--- config.mk ---
export PLATFORM = sky130hd
export DESIGN_NAME = rx_frame_ctrl
export DESIGN_NICKNAME = d
export VERILOG_FILES = /design/src/rtl/rx_frame_ctrl_pkg.sv /design/src/rtl/rx_desc_fifo.sv /design/src/rtl/rx_frame_ctrl.sv
export SDC_FILE = /design/constraint.sdc
export NUM_CORES = 1
export LEC_CHECK = 0
export BUFFER_PORTS_ARGS = -buffer_cell sky130_fd_sc_hd__buf_2
export CAP_MARGIN = 5
export CORE_ASPECT_RATIO = 0.75
export CORE_UTILIZATION = 39
export DETAILED_ROUTE_END_ITERATION = 8
export REMOVE_ABC_BUFFERS = 1
export SETUP_SLACK_MARGIN = 0.2
export SLEW_MARGIN = 20
export SYNTH_ARGS = -nofsm -noshare
export SYNTH_HDL_FRONTEND = slang
export SYNTH_SLANG_ARGS = --single-unit
--- constraint.sdc ---
create_clock -name netclk -period 4.23 [get_ports netclk]
set_clock_uncertainty 0.15 [all_clocks]
set_input_delay 0.846 -clock netclk [delete_from_list [all_inputs] [get_ports netclk]]
set_output_delay 0.846 -clock netclk [all_outputs]
set_load 0.01 [all_outputs]
--- src/rtl/rx_frame_ctrl_pkg.sv ---
// rx_frame_ctrl shared types and width helpers.
// FSM encoding, FCS size and saturating counter step.
package rx_frame_ctrl_pkg;

    typedef enum logic [3:0] {
        IDLE   = 4'b0001,
        RECV   = 4'b0010,
        COMMIT = 4'b0100,
        DROP   = 4'b1000
    } state_t;

    localparam int FCS_BYTES = 2;

    function automatic int slot_w(input int slots);
        return $clog2(slots);
    endfunction

    function automatic int off_w(input int bytes);
        return $clog2(bytes);
    endfunction

    function automatic int len_w(input int bytes);
        return $clog2(bytes) + 1;
    endfunction

    function automatic logic [15:0] sat_inc(
        input logic [15:0] v,
        input logic        en
    );
        return (en && v != 16'hFFFF) ? v + 16'd1 : v;
    endfunction

endpackage

--- src/rtl/rx_desc_fifo.sv ---
// Small synchronous FIFO with push strobe and valid/ready pop.
// Head entry is shown directly on data while valid is high.
module rx_desc_fifo #(
    parameter int DEPTH = 4,
    parameter int WIDTH = 11
) (
    input  logic             clk,
    input  logic             reset,
    input  logic             push,
    input  logic [WIDTH-1:0] push_data,
    output logic             valid,
    input  logic             ready,
    output logic [WIDTH-1:0] data
);

    localparam int AW = $clog2(DEPTH);

    logic [WIDTH-1:0] mem [DEPTH];
    logic [AW-1:0]    wr_ptr;
    logic [AW-1:0]    rd_ptr;
    logic [AW:0]      fill;
    logic             full;
    logic             do_push;
    logic             do_pop;

    assign full    = (fill == (AW+1)'(DEPTH));
    assign valid   = (fill != '0);
    assign do_pop  = valid && ready;
    assign do_push = push && !full;
    assign data    = mem[rd_ptr];

    // storage array, no reset needed
    always_ff @(posedge clk) begin
        if (do_push) begin
            mem[wr_ptr] <= push_data;
        end
    end

    // pointers and occupancy
    always_ff @(posedge clk or posedge reset) begin
        if (reset) begin
            wr_ptr <= '0;
            rd_ptr <= '0;
            fill   <= '0;
        end else begin
            if (do_push) begin
                wr_ptr <= wr_ptr + 1'b1;
            end
            if (do_pop) begin
                rd_ptr <= rd_ptr + 1'b1;
            end
            fill <= fill + (AW+1)'(do_push) - (AW+1)'(do_pop);
        end
    end

endmodule

--- src/rtl/rx_frame_ctrl.sv ---
// Receive frame controller: deframer events to slotted packet RAM.
// Event counters built only with RX_FRAME_CTRL_STATS_EN defined.
module rx_frame_ctrl
    import rx_frame_ctrl_pkg::*;
#(
    parameter int SLOTS      = 4,
    parameter int SLOT_BYTES = 256,
    parameter int MIN_LEN    = 4
) (
    input  logic                                   netclk,
    input  logic                                   reset,
    input  logic                                   rx_byte_ready,
    input  logic [7:0]                             rx_byte,
    input  logic                                   rx_frame_complete,
    input  logic                                   rx_frame_valid,
    input  logic                                   rx_frame_abort,
    output logic                                   ram_we,
    output logic [slot_w(SLOTS)+off_w(SLOT_BYTES)-1:0] ram_addr,
    output logic [7:0]                             ram_wdata,
    output logic                                   desc_valid,
    input  logic                                   desc_ready,
    output logic [slot_w(SLOTS)-1:0]               desc_slot,
    output logic [len_w(SLOT_BYTES)-1:0]           desc_len,
    input  logic                                   free_valid,
    input  logic [slot_w(SLOTS)-1:0]               free_slot,
    output logic                                   busy,
    output logic [15:0]                            stat_good,
    output logic [15:0]                            stat_crc,
    output logic [15:0]                            stat_abort,
    output logic [15:0]                            stat_drop
);

    localparam int SW = slot_w(SLOTS);
    localparam int OW = off_w(SLOT_BYTES);
    localparam int LW = len_w(SLOT_BYTES);

    state_t          state;
    state_t          state_nx;
    logic            byte_q;
    logic            fe_q;
    logic            ab_q;
    logic            byte_ev;
    logic            fe_ev;
    logic            ab_ev;
    logic            valid_q;
    logic [SW-1:0]   slot;
    logic [SW-1:0]   slot_nx;
    logic [LW-1:0]   count;
    logic [LW-1:0]   count_nx;
    logic [LW:0]     len_s;
    logic [SLOTS-1:0] free_map;
    logic [SLOTS-1:0] free_nx;
    logic [SW-1:0]   low_free;
    logic            have_free;
    logic            we_nx;
    logic [SW+OW-1:0] waddr;
    logic            alloc;
    logic            rel;
    logic            push;
    logic            inc_good;
    logic            inc_crc;
    logic            inc_abort;
    logic            inc_drop;
    logic [SW+LW-1:0] desc_data;

    assign byte_ev = rx_byte_ready & ~byte_q;
    assign fe_ev   = rx_frame_complete & ~fe_q;
    assign ab_ev   = rx_frame_abort & ~ab_q;
    assign busy    = state[1] | state[3];

    // length with a sign bit so a 0/1-byte frame reads as negative
    assign len_s = {1'b0, count} - (LW+1)'(FCS_BYTES);

    // lowest-index free slot
    always_comb begin
        have_free = |free_map;
        low_free  = '0;
        for (int i = SLOTS - 1; i >= 0; i--) begin
            if (free_map[i]) begin
                low_free = SW'(i);
            end
        end
    end

    // next state; abort beats frame end beats byte
    always_comb begin
        state_nx  = state;
        slot_nx   = slot;
        count_nx  = count;
        we_nx     = 1'b0;
        waddr     = {slot, count[OW-1:0]};
        alloc     = 1'b0;
        rel       = 1'b0;
        push      = 1'b0;
        inc_good  = 1'b0;
        inc_crc   = 1'b0;
        inc_abort = 1'b0;
        inc_drop  = 1'b0;
        unique case (state)
            IDLE: begin
                if (byte_ev) begin
                    if (have_free) begin
                        alloc    = 1'b1;
                        slot_nx  = low_free;
                        we_nx    = 1'b1;
                        waddr    = {low_free, {OW{1'b0}}};
                        count_nx = LW'(1);
                        state_nx = RECV;
                    end else begin
                        inc_drop = 1'b1;
                        state_nx = DROP;
                    end
                end
            end
            RECV: begin
                if (ab_ev) begin
                    rel       = 1'b1;
                    inc_abort = 1'b1;
                    state_nx  = IDLE;
                end else if (fe_ev) begin
                    state_nx = COMMIT;
                end else if (byte_ev) begin
                    if (count == LW'(SLOT_BYTES)) begin
                        rel      = 1'b1;
                        inc_drop = 1'b1;
                        state_nx = DROP;
                    end else begin
                        we_nx    = 1'b1;
                        count_nx = count + 1'b1;
                    end
                end
            end
            COMMIT: begin
                state_nx = IDLE;
                if (valid_q && !len_s[LW] &&
                    len_s[LW-1:0] >= LW'(MIN_LEN)) begin
                    push     = 1'b1;
                    inc_good = 1'b1;
                end else begin
                    rel      = 1'b1;
                    inc_crc  = !valid_q;
                    inc_drop = valid_q;
                end
            end
            DROP: begin
                if (ab_ev || fe_ev) begin
                    state_nx = IDLE;
                end
            end
            default: state_nx = IDLE;
        endcase
    end

    // slot bitmap; allocation sees the pre-release map
    always_comb begin
        free_nx = free_map;
        if (free_valid && !(state == RECV && free_slot == slot)) begin
            free_nx[free_slot] = 1'b1;
        end
        if (rel) begin
            free_nx[slot] = 1'b1;
        end
        if (alloc) begin
            free_nx[low_free] = 1'b0;
        end
    end

    // state register
    always_ff @(posedge netclk or posedge reset) begin
        if (reset) begin
            state <= IDLE;
        end else begin
            state <= state_nx;
        end
    end

    // edge samples, frame context, slot map and RAM write port
    always_ff @(posedge netclk or posedge reset) begin
        if (reset) begin
            byte_q    <= 1'b0;
            fe_q      <= 1'b0;
            ab_q      <= 1'b0;
            valid_q   <= 1'b0;
            slot      <= '0;
            count     <= '0;
            free_map  <= '1;
            ram_we    <= 1'b0;
            ram_addr  <= '0;
            ram_wdata <= '0;
        end else begin
            byte_q   <= rx_byte_ready;
            fe_q     <= rx_frame_complete;
            ab_q     <= rx_frame_abort;
            if (fe_ev) begin
                valid_q <= rx_frame_valid;
            end
            slot     <= slot_nx;
            count    <= count_nx;
            free_map <= free_nx;
            ram_we   <= we_nx;
            if (we_nx) begin
                ram_addr  <= waddr;
                ram_wdata <= rx_byte;
            end
        end
    end

    rx_desc_fifo #(
        .DEPTH (SLOTS),
        .WIDTH (SW + LW)
    ) u_desc_fifo (
        .clk       (netclk),
        .reset     (reset),
        .push      (push),
        .push_data ({slot, len_s[LW-1:0]}),
        .valid     (desc_valid),
        .ready     (desc_ready),
        .data      (desc_data)
    );

    assign {desc_slot, desc_len} = desc_data;

`ifdef RX_FRAME_CTRL_STATS_EN
    logic [15:0] good_c;
    logic [15:0] crc_c;
    logic [15:0] abort_c;
    logic [15:0] drop_c;

    // saturating event counters
    always_ff @(posedge netclk or posedge reset) begin
        if (reset) begin
            good_c  <= '0;
            crc_c   <= '0;
            abort_c <= '0;
            drop_c  <= '0;
        end else begin
            good_c  <= sat_inc(good_c, inc_good);
            crc_c   <= sat_inc(crc_c, inc_crc);
            abort_c <= sat_inc(abort_c, inc_abort);
            drop_c  <= sat_inc(drop_c, inc_drop);
        end
    end

    assign stat_good  = good_c;
    assign stat_crc   = crc_c;
    assign stat_abort = abort_c;
    assign stat_drop  = drop_c;
`else
    logic unused_stats;
    assign unused_stats = ^{inc_good, inc_crc, inc_abort, inc_drop};
    assign stat_good  = '0;
    assign stat_crc   = '0;
    assign stat_abort = '0;
    assign stat_drop  = '0;
`endif

endmodule
**Yosys cells after proc, flatten, opt, wreduce, memory -nomap -nowiden**

Memory sizes are Yosys's and may differ from the RTL's.
Index checks and enable logic that the tools add are counted.

- Add/subtract/negate cells: 6
- Magnitude comparators: 7
- Eq/ne operators: 16
- Reductions and logical operators: 19
- Bitwise gates (word level): 11
- Mux-type cells: 49

Operators by type and width:

| cell | number |
|---|---|
| two-way mux 9 bit | 6 |
| two-way mux 4 bit | 10 |
| two-way mux 10 bit | 3 |
| two-way mux 1 bit | 19 |
| one-hot mux 9 bit (2 select lines) | 1 |
| inequality test 2 bit, second input constant | 7 |
| one-hot mux 4 bit (3 select lines) | 1 |
| subtractor 9 x 2 -> 10 bit, second input constant | 1 |
| adder 9 x 1 -> 9 bit, second input constant | 1 |
| equality test 9 bit, second input constant | 1 |
| greater-or-equal comparator 9 x 3 -> 1 bit, second input constant | 1 |
| logical AND 1 bit | 9 |
| less-than comparator 2 x 3 -> 1 bit, second input constant | 3 |
| two-way mux 2 bit | 4 |
| inequality test 4 bit, second input constant | 2 |
| OR 4 bit | 2 |
| AND reduction 7 bit | 1 |
| demux 1 bit (select 2 bit) | 3 |
| greater-or-equal comparator 2 x 1 -> 1 bit, second input constant | 3 |
| adder 2 x 1 -> 2 bit, second input constant | 2 |
| bitwise AND 4 bit | 1 |
| equality test 4 x 1 -> 1 bit, second input constant | 1 |
| equality test 4 x 2 -> 1 bit, second input constant | 1 |
| equality test 4 x 3 -> 1 bit, second input constant | 1 |
| other kinds (17) | 24 |

- RAM bits: 44
- Memories kept: 1
- Word-level logic and storage cells: 123
- Bits in registers: 49

Memories:

| name | depth | bits a word | read ports | clocked after Yosys merged registers in | wr ports | RTL line | text |
|---|---|---|---|---|---|---|---|
| u_desc_fifo.mem | 4 | 11 | 1 | 0 | 1 | rx_desc_fifo.sv:18 | `logic [WIDTH-1:0] mem [DEPTH];` |

**Logic depth before layout (Yosys ltp)**

Gate-level depths: netlist of the first run.

- Depth in word-level cells: 11
- Mapped depth: 11

**Hierarchy**

A second synthesis of the first run with hierarchy kept.

- Cell total of the unflattened synthesis: 389
- Area total of the unflattened synthesis: 4,762.1 µm²

By module, submodules not included:

| module | seq. area each (µm²) | cells each | times used | area each (µm²) |
|---|---|---|---|---|
| rx_frame_ctrl | 1,057.3 | 291 | 1 | 2,700.1 |
| rx_desc_fifo | 1,496.4 | 98 | 1 | 2,062.0 |

**Worst setup path before layout of the first run**

Ideal clock, no wire load.

- Path kind: flip-flop to flip-flop
- From: register count[1]
- To: register u_desc_fifo.fill[1]
- Setup time: 0.064 ns
- Arrival time: 2.512 ns
- Stages on the path, launching flop included: 11
- Clock period less this slack: 2.726 ns
- Path buffers: 0
- Data required time: 4.016 ns
- Slack: 1.504 ns
- Path through: dfrtp_1 -> inv_1 -> ha_1 -> inv_1 -> or4_1 -> o41ai_1 -> nor2_1 -> ha_1 -> inv_1 -> fa_1 -> inv_1

- Elaborated cells between the ends (all ways): 10

RTL lines:

| what | RTL line | text |
|---|---|---|
| start: declaration | rx_frame_ctrl.sv:48 | `logic [LW-1:0] count;` |
| start signal: assignment | rx_frame_ctrl.sv:198 | `count <= count_nx;` |
| subtractor 9 x 2 -> 10 bit | rx_frame_ctrl.sv:72 | `assign len_s = {1'b0, count} - (LW+1)'(FCS_BYTES);` |
| net len_s[1] | rx_frame_ctrl.sv:50 | `logic [LW:0] len_s;` |
| greater-or-equal comparator 9 x 3 -> 1 bit | rx_frame_ctrl.sv:136 | `len_s[LW-1:0] >= LW'(MIN_LEN)) begin` |
| logical AND 1 bit | rx_frame_ctrl.sv:135 | `if (valid_q && !len_s[LW] &&` |
| two-way mux 1 bit | rx_frame_ctrl.sv:135 |  |
| two-way mux 1 bit | -- |  |
| logical AND 1 bit | rx_desc_fifo.sv:29 | `assign do_push = push && !full;` |
| net u_desc_fifo.do_push | rx_desc_fifo.sv:23 | `logic do_push;` |
| adder 3 x 1 -> 3 bit | rx_desc_fifo.sv:52 | `fill <= fill + (AW+1)'(do_push) - (AW+1)'(do_pop);` |
| subtractor 3 x 1 -> 3 bit | rx_desc_fifo.sv:52 |  |
| end signal: assignment | rx_desc_fifo.sv:52 |  |
| end: declaration | rx_desc_fifo.sv:21 | `logic [AW:0] fill;` |

The timed path passes the listed nets, and every way through them passes these cells.
A chain may end at the register's enable or synchronous reset.

**Worst setup path in the final report of the first run**

- From: register count[3]
- To: register u_desc_fifo.fill[2]

Same word-level chain as after synthesis.

==> results.toml, run 1 <==
[cts]
cts_tree = "yes"
clk_path_buf_depth = 2
clkLatencyLatePin_ns = 0.34
ctsHtreeMaxLevel = 3
cts_hold_buf = 0
clk_pin_slew_ns = 0.07
cts_setup_buffers = 0
cts_resized = 0
cts_root_buf = "clkbuf_16"
numCtsBuffers = 9
cts_sinks = 93

[power_and_ir_drop]
max-vdd-ir-drop_uv = 283.0
p_int_mw = 2.011
p_clk_frac = 0.243
p_sw_frac = 0.3375
combPwrFrac = 0.300
pwr-share-seq = 0.457
power_density_nw_per_um2 = 595.2
switchingPower_mw = 1.024
p_leak_nw = 2.176

[job]
maxCapViolCount = 0

[worst_setup_path]
cp_max_fo = 11
cp-start-kind = "flip-flop"
cp_common_cell = "xnor2_1"
regToRegSetupSlack_ns = 1.19
worstSetupPathType = "reg2reg"
crit_arrival_ns = 3.16
crit_path_end_kind = "flip-flop"
cp_slowest_cell = "dfrtp_1"
crit_chain = "nor3_1 -> xor2_1 -> o41ai_1 -> nor2_1 -> ha_1 -> inv_1 -> fa_1 -> xnor2_1 -> xnor2_1"
required_ns = 4.34
critPathMaxStageDelay_ns = 0.51

[yosys]
synth_fa_ha_area_frac = 0.03109
synth.avg_cell_area_um2 = 12.00
synthMuxAreaShare = 0.08952
synth_area_leaders = "edfxtp_1 28%, dfrtp_1 24%, buf_4 10%"
synth-edff-count = 44
yosys_register_bits = 93
synth_ff_type = "edfxtp_1"
synth-simple-area-share = 0.1174
ys_types = 53
yosysMostFrequentCell = "buf_4"
synth_xor_xnor_area_share = 0.02814
synth-compound-area-share = 0.05950
synth_top_family_by_area = "buffers and inverters"
ys_seq_area_frac = 0.5470
synth_cells = 389
synth_top_area_share = 0.2830
yosys_warnings = 0
async_reset_ff_frac = 0.5269
yosys-top-cells-count = "65 x buf_4, 44 x dfrtp_1, 44 x edfxtp_1"
synth_top_area_cell = "edfxtp_1"
syn-cell-area_um2 = 4668

[drt]
drt_wl_total_mm = 8.569
ant_nets = 0
vias = 2837
drc = 0
firstDrtPassIters = 4
via_per_inst = 4.689
drt_iter0_markers = 170
post_drt_wl_per_cell_um = 14.16

[worst_hold_path]
hold_class = "reg2reg"

[sta]
slew_headroom = 0.3801
hold_violations = 0
slew_viol_final = 0
rsz0062_at_grt = "no"
fin_setup_tns_ns = 0
fin_crit_ns = 3.044
tightest_slew_ns = 0.9170
min_period_over_period = 0.7196
max_freq_ghz = 0.3285
setup_viol = 0

[floorplanning]
core-area_um2 = 11610
ios = 114
die_height_um = 96.75
fp-row-count = 34
die_x_um = 128.3
start_util = 0.4020
dieArea_um2 = 12420

[placement]
place_area_um2 = 4830
dp_hpwl_mm = 5.954
place.gp.congestion = 0.8147
numPortBuffers = 49

[final_layout]
multiInputGateArea_um2 = 1760
diodes = 0
finalNetCount = 467
n_fill_cell = 1063
ff_latch_area_um2 = 2554
drive_gt1_frac = 0.2144
area_growth_pct = 9.247
final_area_um2 = 5100

[global_route]
grt_pass1_vias = 2656
antenna_found_initial = 0
grt_first_pass_wirelength_mm = 13.92
overflow = 0
grt_util_all_layers = 0.1480
grt_max_degree = 50

[outcome]
status = "finished, final reports clean"
placed cells by master, fill, tap and decap left out, drive strengths merged, types with 11 or more instances in the layout:
| cell | instances |
|---|---|
| nand2 | 40 |
| edfxtp | 44 |
| a21oi | 18 |
| buf | 51 |
| conb | 64 |
| inv | 13 |
| mux2 | 11 |
| nor2 | 24 |
| mux4 | 11 |
| dfrtp | 44 |
power groups by stage:
| stage | clock [mW] | sequential, mW | combinational (mW) |
|---|---|---|---|
| finish | 0.736 | 1.39 | 0.911 |
| detailed placement | 0 | 1.40 | 0.923 |
| global placement | 0 | 1.40 | 0.891 |
| global route | 0.792 | 1.42 | 1.02 |
| CTS | 0.750 | 1.39 | 0.926 |
| floorplan | 0 | 1.37 | 0.633 |
metrics by stage:
stage | cells | setup slack, ns | hold WS, ns | power (mW) | utilization
6_report | 605 | 1.186 | 0.3553 | 3.035 | 0.4391
5_1_grt | 605 | 0.8875 | 0.3751 | 3.229 | 0.4391
4_1_cts | 605 | 1.165 | 0.3612 | 3.069 | 0.4390
3_5_place_dp | 589 | 1.234 | 0.3364 | 2.327 | 0.4159
3_3_place_gp | 589 | 1.328 | 0.3418 | 2.291 | 0.4159
2_1_floorplan | 376 | 1.504 | 0.2961 | 2.004 | -
cells by family after synthesis:
logic type                 Yosys count
xor gates and xnor gates            15
and+or+nand+nor                    112
other                                1
adders and majority gates           11
DFF                                 93
buffers and inverters               90
AOI/OAI and AO/OA                   43
muxes                               24
area by class of cell:
type                       count  share of cell area
multi-input combinational    269              0.3452
clock buffer                  10             0.04490
sequential                    93              0.5007
clock inverter                 6            0.007851
inverter                      14             0.01055
timing repair buffer          51             0.05103
tap                          162             0.03974
metal layers:
layer	wire [um]	global-route usage
met1	4070	0.2122
met2	3874	0.2179
met3	543	0.04701
met4	80	0.03529
met5	0	0
worst paths after layout:
kind / from / cells after the start / end
setup / recovery: count[3] / 9 / u_desc_fifo.fill[2]
setup reg to reg: count[3] / 9 / u_desc_fifo.fill[2]
hold / removal: ram_wdata[5] / 1 / ram_wdata[5]
min in group asynchronous: reset / 2 / ram_wdata[1]
max in group asynchronous: reset / 2 / u_desc_fifo.wr_ptr[1]
hold reg to reg: ram_wdata[5] / 1 / ram_wdata[5]
flip-flops by register name, summed over array words and instances (netlist names):
signal / flops
ab_q: 1
byte_q: 1
count: 9
fe_q: 1
free_map: 4
ram_addr: 10
ram_wdata: 8
ram_we: 1
slot: 2
state: 4
u_desc_fifo.fill: 3
u_desc_fifo.mem: 44
u_desc_fifo.rd_ptr: 2
u_desc_fifo.wr_ptr: 2
valid_q: 1
worst max-delay path, delay by kind of cell (launching register included):
| family | cells | cell delay, ns |
|---|---|---|
| xor gates and xnor gates | 3 | 0.70 |
| DFF | 1 | 0.51 |
| adders and majority gates | 2 | 0.62 |
| buffers and inverters | 1 | 0.05 |
| AOI/OAI and AO/OA | 1 | 0.17 |
| and+or+nand+nor | 2 | 0.76 |
(Power assumes the default switching activity.)
==> run 2, diff against run 1 <==
==> constraint.sdc (replaced) <==
create_clock -name netclk -period 2.74 [get_ports netclk]
set_clock_uncertainty 0.15 [all_clocks]
set_input_delay 0.548 -clock netclk [delete_from_list [all_inputs] [get_ports netclk]]
set_output_delay 0.548 -clock netclk [all_outputs]
set_load 0.01 [all_outputs]
==> run 2 against run 1 <==
Non-clock buffer count is 19 higher; sequential power increased by 48%; global-route usage fell by 0.11 points; clock power grew 110%; critical path depth increased by 1; cell area is 6.9% higher; total power grew 77%; largest power group unchanged; register-to-register slack got worse by 0.92 ns; highest routed layer unchanged; worst setup slack got worse by 0.92 ns.
==> results.toml, run 2 (synthesis results as in run 1) <==
[outcome]
status = "finished, final reports clean"

[sta]
hold_violations = 0
slew_headroom = 0.5688
max_freq_ghz = 0.4045
min_period_over_period = 0.9023
setup_viol = 0
slew_viol_final = 0
post-route-worst-setup-slack_ns = 0.2677
rsz0062_at_grt = "yes"
tightest_slew_ns = 0.6459
fin_setup_tns_ns = 0
fin_crit_ns = 2.472

[final_layout]
regMostFlops = "u_desc_fifo.mem"
stdcell_count = 624
layout_commonest_cell = "conb_1"
finalNetCount = 486
largest_reg_flops = 44
diodes = 0
area_growth_pct = 16.78
final_cell_mix = "64 x conb_1, 49 x buf_2, 44 x edfxtp_1"
largestRegisters = "u_desc_fifo.mem: 44 flops, ram_addr: 10 flops, count: 9 flops"
fin_util = 0.4694
drive_gt1_frac = 0.2965

[worst_hold_path]
hold_class = "in2async"

[worst_setup_path]
cp_max_fo = 3
crit_buf_inv = 4
required_ns = 2.87
crit_path_end_kind = "flip-flop"
crit_chain = "inv_2 -> ha_4 -> inv_2 -> or4_4 -> o41ai_4 -> nor2_2 -> ha_2 -> inv_2 -> fa_2 -> inv_1"
worstSetupPathType = "reg2reg"
cp-start-kind = "flip-flop"
critPathTopFamily = "adder cells"
cp_slowest_cell = "or4_4"
crit_arrival_ns = 2.61
cp_common_cell = "inv_2"
critPathMaxStageDelay_ns = 0.51
ff2ff_path_depth = 10
reg2reg_to = "u_desc_fifo.fill[1]"
regToRegSetupSlack_ns = 0.27
timing.rr.start = "count[2]"

[floorplanning]
fp-row-count = 34
start_util = 0.4020
die_height_um = 96.75
dieArea_um2 = 12420
ios = 114
die_x_um = 128.3
core-area_um2 = 11610

[cts]
cts_hold_buf = 0
cts_root_buf = "clkbuf_16"
ctsHtreeMaxLevel = 3
cts_tree = "yes"
clk_path_buf_depth = 2
clkLatencyLatePin_ns = 0.34
numCtsBuffers = 9
cts_sinks = 93
clk_pin_slew_ns = 0.07

[drt]
firstDrtPassIters = 4
drc = 0
drt_iter0_markers = 188
ant_nets = 0
via_per_inst = 4.593
vias = 2866
post_drt_wl_per_cell_um = 13.68
drt_wl_total_mm = 8.536

[global_route]
antenna_found_initial = 0
grt_first_pass_wirelength_mm = 13.92
grt_pass1_vias = 2708
overflow = 0
grt_util_all_layers = 0.1470
grt_max_degree = 29

[placement]
dp_hpwl_mm = 6.197
dp.cells = 607
pre_cts_ws_ns = 0.06545
numPortBuffers = 49
place.gp.congestion = 0.8147

[power_and_ir_drop]
power_density_nw_per_um2 = 984.7
p_leak_nw = 2.343
max-vdd-ir-drop_uv = 390.9

[job]
maxCapViolCount = 0
## run 2: cell types whose count changed in the layout (fill, tap and decap cells not counted), sizes merged
cell / before / now
clkinv: 7 / 0
inv: 13 / 16
buf: 51 / 70
bufinv: 0 / 4
## run 2: metal layers
layer / track usage / share of wire
met2: 0.2083 / 0.43
met1: 0.2133 / 0.49
met4: 0.03258 / 0.0084
met5: 0 / 0
met3: 0.05476 / 0.069
## run 2: metrics by stage
step                hold slack (ns)  cell area, um2  power [mW]
finish                       0.1395            5451       5.368
global route                 0.1735            5451       5.677
detailed placement           0.3413            4990       3.732
CTS                          0.1563            5390       5.322
floorplan                    0.2961            4367       3.094
global placement             0.3310            4990       3.688
## run 2: power breakdown
part / internal, mW / switching (mW) / leakage, nW / total (mW)
registers: 1.83 / 0.231 / 1.01 / 2.06
clock network: 1.02 / 0.532 / 0.185 / 1.55
logic: 0.856 / 0.901 / 1.14 / 1.76
total: 3.70 / 1.66 / 2.34 / 5.37
## run 2: repair_timing
item | in CTS | in global routing
setup endpoints to repair | 48 | 60
gates cloned | 0 | 0
buffers inserted | 0 | 1
gates resized for setup | 10 | 14
pin swaps | 0 | 1
## run 2: how the worst max path moves through the flow
stage | start | to | cells past startpoint
detailed placement | count[2] | u_desc_fifo.mem[0][8] | 8
finish | count[2] | u_desc_fifo.fill[1] | 10
global route | state[3] | u_desc_fifo.fill[2] | 10
CTS | count[2] | u_desc_fifo.fill[2] | 10
floorplan | count[1] | u_desc_fifo.fill[1] | 10
global placement | count[2] | u_desc_fifo.mem[1][0] | 8
## run 2: final cells by class
cell class	instances	area [um2]
fillers	1043	6162
flip-flops and latches	93	2555
multi-input cells	269	1834
repair buffers	70	427.9
clock buffers	10	239.0
well taps	162	202.7
clock inverters	6	140.1
inverters	14	52.55
## run 2: worst reg2reg max path, stage by stage, from the launching register on
cell and delay (ns):
dfrtp_1 0.37, inv_2 0.07, ha_4 0.26, inv_2 0.03
or4_4 0.51, o41ai_4 0.25, nor2_2 0.07, ha_2 0.18
inv_2 0.05, fa_2 0.42, inv_1 0.06
==> run 3, diff against run 2 <==
==> constraint.sdc (replaced) <==
create_clock -name netclk -period 3.2 [get_ports netclk]
set_clock_uncertainty 0.15 [all_clocks]
set_input_delay 0.64 -clock netclk [delete_from_list [all_inputs] [get_ports netclk]]
set_output_delay 0.64 -clock netclk [all_outputs]
set_load 0.01 [all_outputs]
==> run 3 against run 2 <==
Die area unchanged; largest power group unchanged; total power fell by 23%; worst setup slack gained 0.14 ns.
==> results.toml, run 3 (synthesis results as in run 1) <==
[power_and_ir_drop]
p_sw_frac = 0.3364
power_density_nw_per_um2 = 794.7
pwr-share-seq = 0.432
p_clk_frac = 0.237
p_int_mw = 2.760
switchingPower_mw = 1.400
p_leak_nw = 2.231
combPwrFrac = 0.330
max-vdd-ir-drop_uv = 391.8

[worst_hold_path]
hold_class = "in2async"

[sta]
setup_viol = 0
hold_violations = 0
max_freq_ghz = 0.3586
fin_crit_ns = 2.789
slew_headroom = 0.4443
slew_viol_final = 0
min_period_over_period = 0.8716
hold-worst-slack_ns = 0.2851
fin_setup_tns_ns = 0
rsz0062_at_grt = "no"
tightest_slew_ns = 0.8220

[global_route]
grt_max_degree = 49
overflow = 0
grt_pass1_vias = 2659
grt_util_all_layers = 0.1470
grt_first_pass_wirelength_mm = 13.81
antenna_found_initial = 0

[cts]
cts_sinks = 93
cts_hold_buf = 0
ctsHtreeMaxLevel = 3
numCtsBuffers = 9
cts_tree = "yes"
cts_root_buf = "clkbuf_16"
clk_pin_slew_ns = 0.07
clkLatencyLatePin_ns = 0.34
clk_path_buf_depth = 2

[worst_setup_path]
crit_arrival_ns = 2.91
required_ns = 3.32
crit_chain = "inv_1 -> ha_1 -> inv_1 -> or4_4 -> o41ai_4 -> nor2_4 -> ha_1 -> inv_1 -> fa_1 -> xnor2_1 -> xnor2_1"
crit_path_end_kind = "flip-flop"
critPathTopFamily = "adder cells"
crit_buf_inv = 3
cp_slowest_cell = "or4_4"
critPathMaxStageDelay_ns = 0.53
cp-start-kind = "flip-flop"
cp_common_cell = "inv_1"
worstSetupPathType = "reg2reg"
cp_max_fo = 7

[drt]
vias = 2857
drt_wl_total_mm = 8.518
ant_nets = 0
drt_iter0_markers = 140
via_per_inst = 4.646
firstDrtPassIters = 4
drc = 0
post_drt_wl_per_cell_um = 13.85

[placement]
dp_hpwl_mm = 5.965
place_area_um2 = 4882
numPortBuffers = 49
place.gp.congestion = 0.8496

[final_layout]
diodes = 0
ff_latch_area_um2 = 2556
n_fill_cell = 1083
regMostFlops = "u_desc_fifo.mem"
final_area_um2 = 5235
largestRegisters = "u_desc_fifo.mem: 44 flops, ram_addr: 10 flops, count: 9 flops"
multiInputGateArea_um2 = 1810
final_cell_mix = "64 x conb_1, 49 x buf_2, 44 x edfxtp_1"
drive_gt1_frac = 0.2494
finalNetCount = 477
layout_commonest_cell = "conb_1"
area_growth_pct = 12.14
largest_reg_flops = 44

[floorplanning]
die_height_um = 96.75
dieArea_um2 = 12420
fp-row-count = 34
core-area_um2 = 11610
start_util = 0.4020
ios = 114
die_x_um = 128.3

[outcome]
status = "finished, final reports clean"

[job]
maxCapViolCount = 0
-- run 3: changes by cell type in the layout (fill, tap and decap cells not counted), moves of 2 or more --
cell       change
and2_1         +4
clkinv_2       +2
bufinv_16      -4
and2_2         -3
inv_1          +4
buf_12         -2
buf_4          -7
ha_1           +2
inv_2          -5
-- run 3: power by group through the flow --
stage	logic [mW]	registers [mW]	clock network [mW]
after floorplan	0.836	1.81	0
after global placement	1.25	1.82	0
after detailed placement	1.29	1.82	0
after CTS	1.30	1.80	1.01
after global routing	1.52	1.84	1.05
final	1.37	1.80	0.988
-- run 3: per-stage QoR --
| stage | setup WS, ns | cells | total power [mW] | utilization |
|---|---|---|---|---|
| 2_1_floorplan | 0.4739 | 376 | 2.649 | - |
| 3_3_place_gp | 0.2955 | 596 | 3.070 | 0.4204 |
| 3_5_place_dp | 0.2149 | 596 | 3.109 | 0.4204 |
| 4_1_cts | 0.2570 | 612 | 4.119 | 0.4448 |
| 5_1_grt | 0.2028 | 615 | 4.413 | 0.4508 |
| 6_report | 0.4110 | 615 | 4.160 | 0.4508 |
-- run 3: area by class of cell --
class,count,area share
clock inverter,5,0.006453
timing repair buffer,61,0.06405
clock buffer,11,0.04637
inverter,14,0.01028
sequential,93,0.4883
multi-input combinational,269,0.3458
tap,162,0.03872
-- run 3: routing by layer --
| metal | vias to the layer above | track usage | wire length [um] |
|---|---|---|---|
| met2 | 101 | 0.2170 | 3792 |
| met1 | 1391 | 0.2037 | 4144 |
| met5 | - | 0 | 0 |
| met4 | 0 | 0.04344 | 96 |
| met3 | 10 | 0.05088 | 485 |
| li1 | 1355 | - | - |
-- run 3: final timing paths --
path                                     from                  end  slack, ns  depth (start not counted)
worst max-delay path                 count[1]  u_desc_fifo.fill[2]       0.41                         11
worst min-delay path                    reset         ram_wdata[1]       0.29                          2
worst max register to register       count[1]  u_desc_fifo.fill[2]       0.41                         11
worst min register to register    ram_addr[8]          ram_addr[8]       0.36                          1
max in group asynchronous               reset          free_map[3]       1.99                          3
min in group netclk             rx_byte_ready               byte_q       0.29                          1
-- run 3: repair_timing --
item,CTS,global route
endpoints found under the setup margin,1,29
pin swaps,0,1
buffers inserted,0,3
resized for setup,1,9
